`src/rtl/clk_en_ctrl.sv`:
```
// clk_en_ctrl: activity-driven power-enable controller for one clock domain.
// It gates the domain after IDLE_CYCLES consecutive idle cycles and
// re-enables it on new activity. awake rises WAKE_CYCLES edges after pwr_en.
// Every output is registered.
//
// Optional build macro CLK_EN_CTRL_STATS_EN adds the gated_cycles and
// wake_count statistics counters. When the macro is undefined, both outputs
// are tied to zero.
module clk_en_ctrl #(
  parameter int IDLE_CYCLES = 16,
  parameter int WAKE_CYCLES = 2,
  parameter int CNT_W       = 8
) (
  input  logic        clk,
  input  logic        reset,
  input  logic        activity,
  input  logic        dbg_override,
  output logic        pwr_en,
  output logic        gating_override,
  output logic        awake,
  output logic [1:0]  state,
  output logic [31:0] gated_cycles,
  output logic [15:0] wake_count
);

  typedef enum logic [1:0] {
    ST_ACTIVE = 2'd0,
    ST_GATED  = 2'd1,
    ST_WAKING = 2'd2
  } state_t;

  // Terminal counts. The idle and wake counters both count up from zero.
  localparam logic [CNT_W-1:0] IDLE_LAST = CNT_W'(IDLE_CYCLES - 1);
  localparam logic [CNT_W-1:0] WAKE_LAST = CNT_W'(WAKE_CYCLES - 1);

  state_t           r_state;
  state_t           w_state_nxt;
  logic [CNT_W-1:0] r_idle_cnt;
  logic [CNT_W-1:0] r_wake_cnt;
  logic [CNT_W-1:0] w_idle_cnt_nxt;
  logic [CNT_W-1:0] w_wake_cnt_nxt;
  logic             r_pwr_en;
  logic             r_awake;
  logic             r_gating_override;
  logic             w_pwr_en_nxt;
  logic             w_awake_nxt;

  // State register plus the registered outputs and counters. Reset wins.
  // NOTE: sequential state uses non-blocking (<=) so every flop samples the
  // pre-edge values, independent of statement order.
  always_ff @(posedge clk) begin
    if (reset) begin
      r_state           <= ST_ACTIVE;
      r_idle_cnt        <= '0;
      r_wake_cnt        <= '0;
      r_pwr_en          <= 1'b1;
      r_awake           <= 1'b1;
      r_gating_override <= 1'b0;
    end else begin
      r_state           <= w_state_nxt;
      r_idle_cnt        <= w_idle_cnt_nxt;
      r_wake_cnt        <= w_wake_cnt_nxt;
      r_pwr_en          <= w_pwr_en_nxt;
      r_awake           <= w_awake_nxt;
      r_gating_override <= dbg_override;
    end
  end

  // Next state and next counter values. dbg_override beats activity and the
  // idle timeout. The illegal encoding 3 falls back to ACTIVE.
  // NOTE: every signal gets a default before the case statement, so no path
  // leaves a signal unassigned and no latch is inferred.
  always_comb begin
    w_state_nxt    = r_state;
    w_idle_cnt_nxt = '0;
    w_wake_cnt_nxt = r_wake_cnt;
    if (dbg_override) begin
      w_state_nxt = ST_ACTIVE;
    end else begin
      case (r_state)
        ST_ACTIVE: begin
          if (!activity) begin
            if (r_idle_cnt == IDLE_LAST) begin
              w_state_nxt = ST_GATED;
            end else begin
              w_idle_cnt_nxt = r_idle_cnt + 1'b1;
            end
          end
        end
        ST_GATED: begin
          if (activity) begin
            w_state_nxt    = ST_WAKING;
            w_wake_cnt_nxt = '0;
          end
        end
        ST_WAKING: begin
          // activity is ignored while the clock is coming back up
          w_wake_cnt_nxt = r_wake_cnt + 1'b1;
          if (r_wake_cnt == WAKE_LAST) begin
            w_state_nxt = ST_ACTIVE;
          end
        end
        default: begin
          w_state_nxt = ST_ACTIVE;
        end
      endcase
    end
  end

  // Output decode from the next state, so the registered outputs line up
  // with the registered state.
  always_comb begin
    w_pwr_en_nxt = (w_state_nxt != ST_GATED);
    w_awake_nxt  = (w_state_nxt == ST_ACTIVE);
  end

  assign pwr_en          = r_pwr_en;
  assign awake           = r_awake;
  assign gating_override = r_gating_override;
  assign state           = r_state;

`ifdef CLK_EN_CTRL_STATS_EN
  logic [31:0] r_gated_cycles;
  logic [15:0] r_wake_count;
  logic        w_wake_evt;

  // A wake is counted only on a real GATED->WAKING transition.
  // An override exit is not a wake.
  assign w_wake_evt = (r_state == ST_GATED) && activity && !dbg_override;

  // Saturating statistics counters.
  always_ff @(posedge clk) begin
    if (reset) begin
      r_gated_cycles <= '0;
      r_wake_count   <= '0;
    end else begin
      if ((r_state == ST_GATED) && (r_gated_cycles != 32'hFFFF_FFFF)) begin
        r_gated_cycles <= r_gated_cycles + 32'd1;
      end
      if (w_wake_evt && (r_wake_count != 16'hFFFF)) begin
        r_wake_count <= r_wake_count + 16'd1;
      end
    end
  end

  assign gated_cycles = r_gated_cycles;
  assign wake_count   = r_wake_count;
`else
  assign gated_cycles = '0;
  assign wake_count   = '0;
`endif

endmodule

```
`config.mk`:
```
export PLATFORM = sky130hd
export DESIGN_NAME = clk_en_ctrl
export DESIGN_NICKNAME = d
export VERILOG_FILES = /design/src/rtl/clk_en_ctrl.sv
export SDC_FILE = /design/constraint.sdc
export NUM_CORES = 1
export LEC_CHECK = 0
export ABC_AREA = 1
export BUFFER_PORTS_ARGS = -buffer_cell sky130_fd_sc_hd__buf_4
export CAP_MARGIN = 20
export CORE_UTILIZATION = 52
export CTS_BUF_LIST = sky130_fd_sc_hd__clkbuf_4 sky130_fd_sc_hd__clkbuf_8 sky130_fd_sc_hd__clkbuf_16
export DETAILED_ROUTE_END_ITERATION = 10
export GPL_ROUTABILITY_DRIVEN = 0
export PLACE_DENSITY = 0.85
export SLEW_MARGIN = 10
export SYNTH_ARGS = -nofsm -noshare
export SYNTH_HDL_FRONTEND = slang
export SYNTH_SLANG_ARGS = --single-unit
```
`constraint.sdc`:
```
create_clock -name clk -period 2.77 [get_ports clk]
set_input_delay 0 -clock clk [delete_from_list [all_inputs] [get_ports clk]]
set_output_delay 0 -clock clk [all_outputs]
set_load 0.01 [all_outputs]
```
==> flow_summary.rst, run 1 <==
.. list-table::
   :header-rows: 1

   * - Metric
     - Value
   * - Proportion of synthesized chip area in sequential cells
     - between 20% and 30%
   * - Count of mapped cells out of synthesis
     - 190
   * - Initial antenna violation count
     - 0
   * - Synth Register Bits
     - 21
   * - Initial DRT Pass Iterations
     - 4
   * - First-pass GRT wire length
     - ~3.2 mm
   * - Worst slack, placed
     - around 1.1 ns
   * - Top-area cell type share of the netlist area
     - between 20 and 30%
   * - Critical path destination
     - r_wake_cnt[6]$_SDFFE_PP0P_
   * - Post-detailed-route wirelength per cell
     - ~8.5 um
   * - Final number of hold-violating endpoints
     - 0
   * - Post-layout worst setup margin
     - approximately 1.1 ns
   * - CTS buffer count
     - 3
   * - Number of flops mapped to enable cells by yosys
     - 0
   * - P&R area growth vs syn
     - -2.74%
   * - Max-capacitance violation count
     - 0
   * - Final non-filler cell area
     - approximately 1400 um^2
   * - Overall routed net length
     - 1.99 mm
   * - FF-to-FF End
     - r_wake_cnt[6]$_SDFFE_PP0P_
   * - Nature of the critical path startpoint
     - flip-flop
   * - Outcome
     - finished, final reports clean
   * - Critical-path cell list
     - inv_1, ha_1, inv_1, nor2_4, nand2_4, inv_2, nand2_1, nor2_1, nand2_1, a21oi_1
   * - Layout Utilization
     - around 55%
   * - TritonCTS clock tree
     - done
   * - Max-slew violation count
     - 0
   * - Worst reg2reg setup slack
     - between 1 and 1.5 ns
   * - Min-delay worst type
     - primary input to flip-flop
   * - Die Footprint
     - 2930 um^2
   * - Vias/cell
     - between 4 and 5
   * - Most instantiated flip-flop cell in the synthesis netlist
     - sky130_fd_sc_hd__dfxtp_1
   * - All-Layer GR Usage
     - about 16%
   * - Crit path max-delay family
     - simple AND/OR/NAND/NOR gates
   * - Port-buffer cells
     - 8
   * - Fin Setup TNS
     - 0 ns
   * - Core region area
     - around 2500 um^2
   * - Post-detailed-placement half-perimeter wirelength
     - 1.56 mm
   * - Syn Std Cell Area
     - around 1400 um^2
   * - Endpoint class of the critical path
     - flip-flop
   * - Highest clock frequency the design can meet
     - roughly 600 MHz
   * - DRC Markers
     - 0
   * - Standard-cell rows
     - 18
   * - Clock-pin transition on the worst setup and hold timing paths
     - between 0.1 and 0.15 ns
   * - Maximum VDD drop
     - between 200 and 250 uV
   * - Total global routing overflow
     - 0
   * - Clock sink count
     - 21
   * - Clock root buffer
     - sky130_fd_sc_hd__clkbuf_4
   * - Clock latency of the later-clocked register in the worst-skew pair
     - slightly above 0.3 ns
   * - Number of antenna repair diodes
     - 0
   * - Most frequent cell after synthesis
     - sky130_fd_sc_hd__buf_4
   * - Share of layout cells above drive strength 1
     - 11.8%
   * - Largest buffer count on any clock path
     - 2
   * - Total power divided by cell area
     - between 300 and 400 nW/um^2
   * - Deepest level of the CTS H-tree
     - 1
   * - Depth of the worst register-to-register path
     - 10
   * - Arrival time of the worst setup path
     - roughly 1.9 ns
   * - Maximum number of pins on one net before global-route repair
     - 13
   * - LEAKAGE
     - 0.649 nW
   * - Clock period minus worst slack
     - around 1.6 ns
   * - Most frequent cells after synthesis
     - sky130_fd_sc_hd__buf_4 (48), sky130_fd_sc_hd__inv_1 (24), sky130_fd_sc_hd__nand2_1 (24)
   * - Slowest CP cell
     - sky130_fd_sc_hd__dfxtp_1
   * - Biggest area consumer among synthesized cells
     - sky130_fd_sc_hd__dfxtp_1
   * - Type of the worst setup path
     - flip-flop to flip-flop
   * - Routed via count
     - about 1000
   * - Height of the die
     - 54.2 um
   * - Depth of the critical timing path with buffers and inverters included
     - 10
   * - Most area-consuming cells after synthesis
     - sky130_fd_sc_hd__dfxtp_1 (30%), sky130_fd_sc_hd__buf_4 (25%), sky130_fd_sc_hd__inv_1 (6.4%)
   * - Crit path largest cell delay
     - about 0.43 ns
   * - Reg-to-reg startpoint
     - state[0]$_SDFF_PP0_
   * - Buffers plus inverters on the worst setup path
     - 3
   * - Die span in x
     - about 54 um
   * - Fin Clk Skew
     - about 0.010 ns
   * - Startpoint of the most critical setup path
     - state[0]$_SDFF_PP0_
   * - Number of distinct library cell variants in the gate-level netlist after synthesis
     - 26
   * - Antenna Nets Post-Route
     - 0
   * - Data required, critical path
     - 3.01 ns
   * - Violation count after the first detailed-routing iteration
     - 11
   * - Warnings from Yosys
     - 0
   * - Post-layout net count
     - 215
   * - Async S/R FF share, synth
     - 0%
   * - Placed cell areas
     - ~1300 um^2
   * - Portion of the clock cycle consumed by the worst path in the final layout
     - a little under 60%
   * - Top-Level Pins
     - 57
   * - Number of setup buffers added after CTS
     - 0
   * - Average footprint of a synthesized cell
     - about 7.4 um^2
   * - Number of global-route vias before repair
     - 800
   * - Unrepaired setup endpoints after global routing
     - no
   * - Final-report setup violation count
     - 0
   * - CP Max Fanout
     - 6
   * - Initial Utilization
     - a little under three fifths
## how the worst min path moves through the flow
stage,startpoint,to,slack [ns],cells after the start
final,activity,state[0]$_SDFF_PP0_,0.12,6
after CTS,activity,state[0]$_SDFF_PP0_,0.11,6
after global routing,dbg_override,r_wake_cnt[0]$_SDFFE_PP0P_,0.12,5
after detailed placement,reset,gating_override$_SDFF_PP0_,0.19,2
after global placement,reset,gating_override$_SDFF_PP0_,0.18,2
after floorplan,reset,gating_override$_SDFF_PP0_,0.07,1
## report_power, final
part	switching (mW)	internal, mW	total, mW
clock	0.0952	0.0539	0.149
sequential	0.000917	0.303	0.304
combinational	0.0393	0.00812	0.0475
total	0.135	0.365	0.501
## cell usage in the layout, fill, tap and decap left out, types with 3 or more instances in the layout
| cell | instances |
|---|---|
| sky130_fd_sc_hd__conb_1 | 48 |
| sky130_fd_sc_hd__inv_1 | 24 |
| sky130_fd_sc_hd__nand2_1 | 24 |
| sky130_fd_sc_hd__dfxtp_1 | 21 |
| sky130_fd_sc_hd__nor2_1 | 18 |
| sky130_fd_sc_hd__nand3_1 | 12 |
| sky130_fd_sc_hd__buf_4 | 8 |
| sky130_fd_sc_hd__a21oi_1 | 7 |
| sky130_fd_sc_hd__ha_1 | 7 |
| sky130_fd_sc_hd__nor3_1 | 4 |
| sky130_fd_sc_hd__nor2_4 | 3 |
| sky130_fd_sc_hd__clkbuf_4 | 3 |
## worst min-delay path, delay by kind of cell
| family | cells | cell delay [ns] |
|---|---|---|
| buffers and inverters | 3 | 0.19 |
| AND/OR/NAND/NOR | 3 | 0.21 |
## cell type report
type | instances | area (um^2)
fillers | 247 | 1150
multi-input cells | 142 | 713
flip-flops and latches | 21 | 420
inverters | 26 | 97.6
repair buffers | 10 | 80.1
well taps | 30 | 37.5
clock buffers | 3 | 22.5
clock inverters | 1 | 5.00
## repair_timing
action | 4_1_cts | 5_1_grt
resized for setup | 0 | 0
hold buffers | 2 | 0
endpoints found under the hold margin | 1 | 0
## per-stage QoR
step                      hold slack (ns)  std cells  power, mW
after floorplan                    0.0724        237      0.398
after CTS                           0.106        233      0.509
after detailed placement            0.188        227      0.355
after global placement              0.177        227      0.355
final                               0.123        233      0.501
after global routing                0.125        233      0.530
## logic make-up after synthesis
family,after synthesis,share of synthesized area [%]
compound gates,12,4.86
xor+xnor,2,1.24
fa+ha+maj,7,6.19
buf+inv,74,32.4
flops,21,29.7
other cells,1,0.265
simple gates,73,25.4
## registers in the layout (all words and copies together) (netlist names)
| signal | flops |
|---|---|
| r_idle_cnt | 8 |
| r_wake_cnt | 8 |
| state | 2 |
| awake | 1 |
| gating_override | 1 |
| pwr_en | 1 |
## layer usage
metal	vias to the layer above	wire length (um)	part of all wire [%]	GRT usage, %
li1	520	-	-	-
met1	440	899	45	16.8
met2	32	942	47	26.6
met3	5	116	5.8	6.21
met4	0	34	1.7	8.12
met5	-	0	0	0
No activity file was read; power rests on OpenSTA's default activity.
==> run 2: changes to the inputs <==
Settings changed: ABC_AREA 1 to 0, CORE_UTILIZATION 52 to 43, PLACE_DENSITY 0.85 to 0.76.
Clock period 2.77 ns to 1.39 ns, I/O delays scaled along.
==> flow_summary.rst, run 2 <==
.. list-table::
   :header-rows: 1

   * - Metric
     - Value
   * - Final Non-Filler Cells
     - 240
   * - Depth of the worst register-to-register path
     - 6
   * - Outcome
     - finished with violations
   * - Most frequent cells in the layout
     - sky130_fd_sc_hd__conb_1 (48), sky130_fd_sc_hd__buf_4 (29), sky130_fd_sc_hd__dfxtp_1 (17)
   * - Syn Std Cell Area
     - roughly 1400 um^2
   * - CP Max Fanout
     - 3
   * - Count of mapped cells out of synthesis
     - 159
   * - Port-buffer cells
     - 8
   * - Most frequent cell after synthesis
     - sky130_fd_sc_hd__buf_4
   * - Nature of the critical path startpoint
     - flip-flop
   * - Initial antenna violation count
     - 0
   * - Most frequent cells after synthesis
     - sky130_fd_sc_hd__buf_4 (48), sky130_fd_sc_hd__dfxtp_1 (21), sky130_fd_sc_hd__nor2_1 (17)
   * - Maximum VDD drop
     - about 510 uV
   * - Unrepaired setup endpoints after global routing
     - yes
   * - Total power divided by cell area
     - ~590 nW/um^2
   * - Warnings from Yosys
     - 0
   * - Average footprint of a synthesized cell
     - a little under 9 um^2
   * - Power Internal
     - around 760 uW
   * - CTS buffer count
     - 3
   * - Arrival time of the worst setup path
     - between 1.5 and 2 ns
   * - Initial DRT Pass Iterations
     - 4
   * - Slowest CP cell
     - sky130_fd_sc_hd__or4b_4
   * - Final hold slack
     - ~0.062 ns
   * - Crit path max-delay family
     - simple AND/OR/NAND/NOR gates
   * - Highest clock frequency the design can meet
     - approximately 600 MHz
   * - Buffers plus inverters on the worst setup path
     - 1
   * - First-pass GRT wire length
     - ~4 mm
   * - Number of flops mapped to enable cells by yosys
     - 0
   * - Compound-cell area share of the yosys netlist
     - approximately 8.6%
   * - Fin Clk Skew
     - roughly 0.013 ns
   * - Worst reg2reg setup slack
     - -0.30 ns
   * - Synth Register Bits
     - 21
   * - Die span in x
     - 58.7 um
   * - Clock root buffer
     - sky130_fd_sc_hd__clkbuf_4
   * - Routed via count
     - 993
   * - Share of layout cells above drive strength 1
     - 35.2%
   * - Core region area
     - 3050 um^2
   * - Final number of hold-violating endpoints
     - 0
   * - Final-report setup violation count
     - 12
   * - Net switching share of the total power
     - a little over a quarter
   * - Net switching power figure
     - about 270 uW
   * - Top-Level Pins
     - between 50 and 60
   * - Simple-gate share of the synthesized area
     - between 15 and 20%
   * - Portion of the clock cycle consumed by the worst path in the final layout
     - 121%
   * - Number of antenna repair diodes
     - 0
   * - LEAKAGE
     - 0.766 nW
   * - Violation count after the first detailed-routing iteration
     - 15
   * - Clock sink count
     - 21
   * - Proportion of power drawn by combinational gates
     - about a tenth
   * - Clock latency of the later-clocked register in the worst-skew pair
     - 0.31 ns
   * - Violations in the final reports
     - setup timing
   * - Total global routing overflow
     - 0
   * - Critical-path cell list
     - inv_2, ha_4, or4b_4, o41ai_4, and3_1, o41ai_1
   * - Post-layout worst setup margin
     - -0.296 ns
   * - Portion of netlist area occupied by mux cells
     - 0%
   * - Max-capacitance violation count
     - 0
   * - P&R area growth vs syn
     - 25.0%
   * - Largest buffer count on any clock path
     - 2
   * - Clock power share
     - 30.9%
   * - Top-area cell type share of the netlist area
     - slightly above 30%
   * - Data required, critical path
     - 1.58 ns
   * - Parity-gate share of the synthesized area counting xor and xnor cells
     - roughly 7.6%
   * - Async S/R FF share, synth
     - 0%
   * - DRC Markers
     - 0
   * - Number of global-route vias before repair
     - ~920
   * - Standard-cell rows
     - 20
   * - Flop pwr share
     - approximately three fifths
   * - Antenna Nets Post-Route
     - 0
   * - Fin Setup TNS
     - -1.81 ns
   * - Most common cell after layout, fill and taps aside
     - sky130_fd_sc_hd__conb_1
   * - Post-layout net count
     - 208
   * - Biggest area consumer among synthesized cells
     - sky130_fd_sc_hd__dfxtp_1
   * - Dominant combinational cell family by area after synthesis
     - buffers and inverters
   * - Crit path largest cell delay
     - between 0.4 and 0.5 ns
   * - Overall routed net length
     - between 2 and 3 mm
   * - Cell total after placement
     - 232
   * - Vias/cell
     - between 4 and 5
   * - Clock-pin transition on the worst setup and hold timing paths
     - between 0.1 and 0.15 ns
   * - Overall power consumption
     - a little over 1 mW
   * - Post-detailed-route wirelength per cell
     - between 10 and 15 um
   * - Endpoint class of the critical path
     - flip-flop
   * - Most area-consuming cells after synthesis
     - sky130_fd_sc_hd__dfxtp_1 (30%), sky130_fd_sc_hd__buf_4 (26%), sky130_fd_sc_hd__ha_1 (6.3%)
   * - Height of the die
     - 58.7 um
   * - Max-slew violation count
     - 0
   * - Depth of the critical timing path with buffers and inverters included
     - 6
   * - Deepest level of the CTS H-tree
     - 1
   * - Initial Utilization
     - between 40% and 50%
   * - Arithmetic-cell share of the synthesized area counting full adders, half adders and majority gates
     - 6.33%
   * - Die Footprint
     - between 3000 and 4000 um^2
   * - Proportion of synthesized chip area in sequential cells
     - 30.4%
   * - Maximum number of pins on one net before global-route repair
     - 12
   * - All-Layer GR Usage
     - roughly 16%
   * - Min-delay worst type
     - primary input to flip-flop
   * - Post-detailed-placement half-perimeter wirelength
     - approximately 1.8 mm
   * - Hold-critical path depth
     - 3
   * - TritonCTS clock tree
     - done
   * - Layout Utilization
     - between 50% and 60%
   * - Clock period minus worst slack
     - about 1.7 ns
   * - Type of the worst setup path
     - flip-flop to flip-flop
   * - Most instantiated flip-flop cell in the synthesis netlist
     - sky130_fd_sc_hd__dfxtp_1
   * - Number of distinct library cell variants in the gate-level netlist after synthesis
     - 33
==> run 2: cell families after synthesis <==
| logic type | after synthesis |
|---|---|
| other cells | 1 |
| simple gates | 47 |
| xor+xnor | 12 |
| buf+inv | 58 |
| flops | 21 |
| compound gates | 13 |
| fa+ha+maj | 7 |
==> run 2: layout make-up <==
class / instances / area, um^2
tap: 44 / 55.1
sequential: 21 / 430
fill: 280 / 1320
multi-input combinational: 127 / 862
inverter: 7 / 31.3
clock buffer: 4 / 30.0
timing repair buffer: 37 / 322
==> run 2: worst reg2reg max path, cell delays in order, from the launching register on <==
cell                      delay, ns
sky130_fd_sc_hd__dfxtp_2       0.34
sky130_fd_sc_hd__inv_2         0.06
sky130_fd_sc_hd__ha_4          0.11
sky130_fd_sc_hd__or4b_4        0.46
sky130_fd_sc_hd__o41ai_4       0.29
sky130_fd_sc_hd__and3_1        0.24
sky130_fd_sc_hd__o41ai_1       0.09
==> run 2: routing by layer <==
layer	routed length [um]	vias to the layer above	track usage [%]
met3	84	0	4.62
met4	0	0	3.06
met1	1050	469	18.2
met5	0	-	0
li1	-	503	-
met2	1480	21	29.1
==> run 2: power groups by stage <==
stage          Combinational, mW  Sequential (mW)  Clock, mW
2_1_floorplan              0.171            0.616          0
3_3_place_gp              0.0942            0.615          0
3_5_place_dp              0.0946            0.615          0
4_1_cts                    0.101            0.602      0.332
5_1_grt                    0.122            0.603      0.359
6_report                   0.108            0.602      0.318
==> run 2: path summary, 6_finish.rpt <==
| path | end | startpoint |
|---|---|---|
| hold reg to reg | r_idle_cnt[0]$_SDFF_PP0_ | r_idle_cnt[0]$_SDFF_PP0_ |
| setup / recovery | pwr_en$_SDFF_PP1_ | r_wake_cnt[1]$_SDFFE_PP0P_ |
| hold / removal | state[1]$_SDFF_PP0_ | activity |
| setup reg to reg | pwr_en$_SDFF_PP1_ | r_wake_cnt[1]$_SDFFE_PP0P_ |
==> run 2: what timing repair did <==
action | in CTS | in global routing
setup buffers | 1 | 1
cloned | 0 | 0
pin swaps | 15 | 9
setup endpoints to repair | 12 | 18
hold endpoints to repair | 2 | 0
gates resized for setup | 7 | 17
hold buffers | 3 | 0
==> run 2: per-stage QoR <==
step / setup WS, ns / cell area, um^2
after floorplan: -0.207 / 1600
after global placement: -0.235 / 1540
after detailed placement: -0.273 / 1540
after CTS: -0.270 / 1650
after global routing: -0.372 / 1730
final: -0.296 / 1730
==> run 3: changes to the inputs <==
Settings changed: CORE_UTILIZATION 43 to 48, PLACE_DENSITY 0.76 to 0.8.
Clock period 1.39 ns to 1.92 ns, I/O delays scaled along.
==> flow_summary.rst, run 3 (synthesis results as in run 2) <==
.. list-table::
   :header-rows: 1

   * - Metric
     - Value
   * - Total global routing overflow
     - 0
   * - Clock root buffer
     - sky130_fd_sc_hd__clkbuf_4
   * - Crit path largest cell delay
     - ~0.46 ns
   * - Number of antenna repair diodes
     - 0
   * - Final number of hold-violating endpoints
     - 0
   * - Number of resized instances in the post-cts repair step
     - 0
   * - Nature of the critical path startpoint
     - flip-flop
   * - Post-detailed-route wirelength per cell
     - 9.22 um
   * - Height of the die
     - between 50 and 60 um
   * - Antenna Nets Post-Route
     - 0
   * - Hold Path Origin
     - activity
   * - Depth of the worst register-to-register path
     - 5
   * - Clock sink count
     - 21
   * - Initial DRT Pass Iterations
     - 6
   * - Hold-critical path depth
     - 4
   * - Endpoint class of the critical path
     - flip-flop
   * - Clock-pin transition on the worst setup and hold timing paths
     - 0.10 ns
   * - Clock latency of the later-clocked register in the worst-skew pair
     - ~0.29 ns
   * - Routed via count
     - ~900
   * - Endpoint of the worst hold path
     - r_idle_cnt[2]$_SDFF_PP0_
   * - Final-report setup violation count
     - 0
   * - Number of setup buffers added after CTS
     - 0
   * - Port-buffer cells
     - 8
   * - Reg-to-reg startpoint
     - r_wake_cnt[0]$_SDFFE_PP0P_
   * - Number of global-route vias before repair
     - ~740
   * - Maximum number of pins on one net before global-route repair
     - 12
   * - Die Footprint
     - between 3000 and 4000 um^2
   * - Busiest grt layer
     - met2
   * - Unrepaired setup endpoints after global routing
     - no
   * - Arrival time of the worst setup path
     - around 1.9 ns
   * - Layout Utilization
     - roughly 50%
   * - Outcome
     - finished, final reports clean
   * - Post-layout net count
     - roughly 190
   * - All-Layer GR Usage
     - about 13%
   * - Final-layout fill cell count
     - approximately 250
   * - Multi-input combinational cell area
     - about 730 um^2
   * - Met1 Resource Use GR
     - roughly 16%
   * - First-pass GRT wire length
     - 3.12 mm
   * - Initial antenna violation count
     - 0
   * - Deepest level of the CTS H-tree
     - 1
   * - Max-slew violation count
     - 0
   * - Highest clock frequency the design can meet
     - just under 600 MHz
   * - CP Max Fanout
     - 4
   * - Initial Utilization
     - around half
   * - FF-to-FF End
     - pwr_en$_SDFF_PP1_
   * - Share of layout cells above drive strength 1
     - between 10% and 20%
   * - Crit path max-delay family
     - simple AND/OR/NAND/NOR gates
   * - Most common cell after layout, fill and taps aside
     - sky130_fd_sc_hd__conb_1
   * - Standard-cell rows
     - 19
   * - Hold-fix buffer count after cts
     - 3
   * - Most frequent cells in the layout
     - sky130_fd_sc_hd__conb_1 (48), sky130_fd_sc_hd__dfxtp_1 (21), sky130_fd_sc_hd__nor2_1 (17)
   * - Core region area
     - 2730 um^2
   * - Maximum VDD drop
     - approximately 650 uV
   * - P&R area growth vs syn
     - -0.995%
   * - Min-delay worst type
     - primary input to flip-flop
   * - Violation count after the first detailed-routing iteration
     - 15
   * - Top-Level Pins
     - 57
   * - Portion of the clock cycle consumed by the worst path in the final layout
     - ~90%
   * - GR Util met2
     - ~21%
   * - Vias/cell
     - between 4 and 5
   * - Max-capacitance violation count
     - 0
   * - Largest buffer count on any clock path
     - 2
   * - CTS buffer count
     - 3
   * - TritonCTS clock tree
     - done
   * - Worst reg2reg setup slack
     - 0.19 ns
   * - Total power divided by cell area
     - 527 nW/um^2
   * - Type of the worst setup path
     - flip-flop to flip-flop
   * - DRC Markers
     - 0
   * - Global routing met3 resource utilization
     - approximately 5.6%
   * - Fin Setup TNS
     - 0 ns
   * - Sequential cell area in the final layout
     - around 420 um^2
   * - Clock period minus worst slack
     - between 1.5 and 2 ns
   * - Fin Clk Skew
     - about 0.0015 ns
   * - Slowest CP cell
     - sky130_fd_sc_hd__or4b_4
   * - Critical-path cell list
     - ha_1, or4b_4, o41ai_4, and3_1, o41ai_1
   * - Overall routed net length
     - 1.89 mm
   * - Post-detailed-placement half-perimeter wirelength
     - roughly 1.4 mm
   * - Buffers plus inverters on the worst setup path
     - 0
   * - Data required, critical path
     - roughly 2.1 ns
   * - LEAKAGE
     - between 0.6 and 0.7 nW
   * - Die span in x
     - 55.7 um
-- run 3: final cells by class --
type | count | share of cell area [%]
Clock buffer | 4 | 2.19
Inverter | 7 | 1.92
Multi-Input combinational cell | 127 | 53.6
Sequential cell | 21 | 30.7
Tap cell | 31 | 2.83
Timing Repair Buffer | 15 | 8.77
-- run 3: worst max-delay path by stage --
stage	startpoint	to	slack, ns	cells after the start
after floorplan	state[0]$_SDFF_PP0_	r_wake_cnt[1]$_SDFFE_PP0P_	0.12	7
after global placement	r_wake_cnt[0]$_SDFFE_PP0P_	pwr_en$_SDFF_PP1_	0.25	5
after detailed placement	r_wake_cnt[0]$_SDFFE_PP0P_	pwr_en$_SDFF_PP1_	0.22	5
after CTS	r_wake_cnt[0]$_SDFFE_PP0P_	pwr_en$_SDFF_PP1_	0.19	5
after global routing	state[1]$_SDFF_PP0_	r_wake_cnt[7]$_SDFFE_PP0P_	0.09	6
final	r_wake_cnt[0]$_SDFFE_PP0P_	pwr_en$_SDFF_PP1_	0.19	5
-- run 3: tightest hold or removal path, cell delays in order --
cell	delay, ns
sky130_fd_sc_hd__buf_4	0.10
sky130_fd_sc_hd__nor2b_1	0.05
sky130_fd_sc_hd__nand2_1	0.10
sky130_fd_sc_hd__nor2_1	0.05
-- run 3: layer usage --
metal  wire [um]  up-vias
met5           0        -
met4           8        0
met3          99        2
met2         915       22
met1         868      410
li1            -      454
-- run 3: power breakdown --
| group | internal, mW | total (mW) | switching [mW] |
|---|---|---|---|
| Sequential | 0.438 | 0.438 | 0.000937 |
| Clock | 0.0950 | 0.214 | 0.119 |
| Combinational | 0.0144 | 0.0704 | 0.0560 |
-- run 3: through the flow --
| stage | cells | area, um^2 | hold WS [ns] | setup WS [ns] | power (mW) |
|---|---|---|---|---|---|
| floorplan | 206 | 1560 | 0.0716 | 0.117 | 0.572 |
| global placement | 198 | 1310 | 0.194 | 0.253 | 0.512 |
| detailed placement | 198 | 1310 | 0.199 | 0.218 | 0.512 |
| CTS | 205 | 1370 | 0.0286 | 0.190 | 0.733 |
| global route | 205 | 1370 | 0.0464 | 0.0902 | 0.766 |
| finish | 205 | 1370 | 0.0400 | 0.192 | 0.723 |
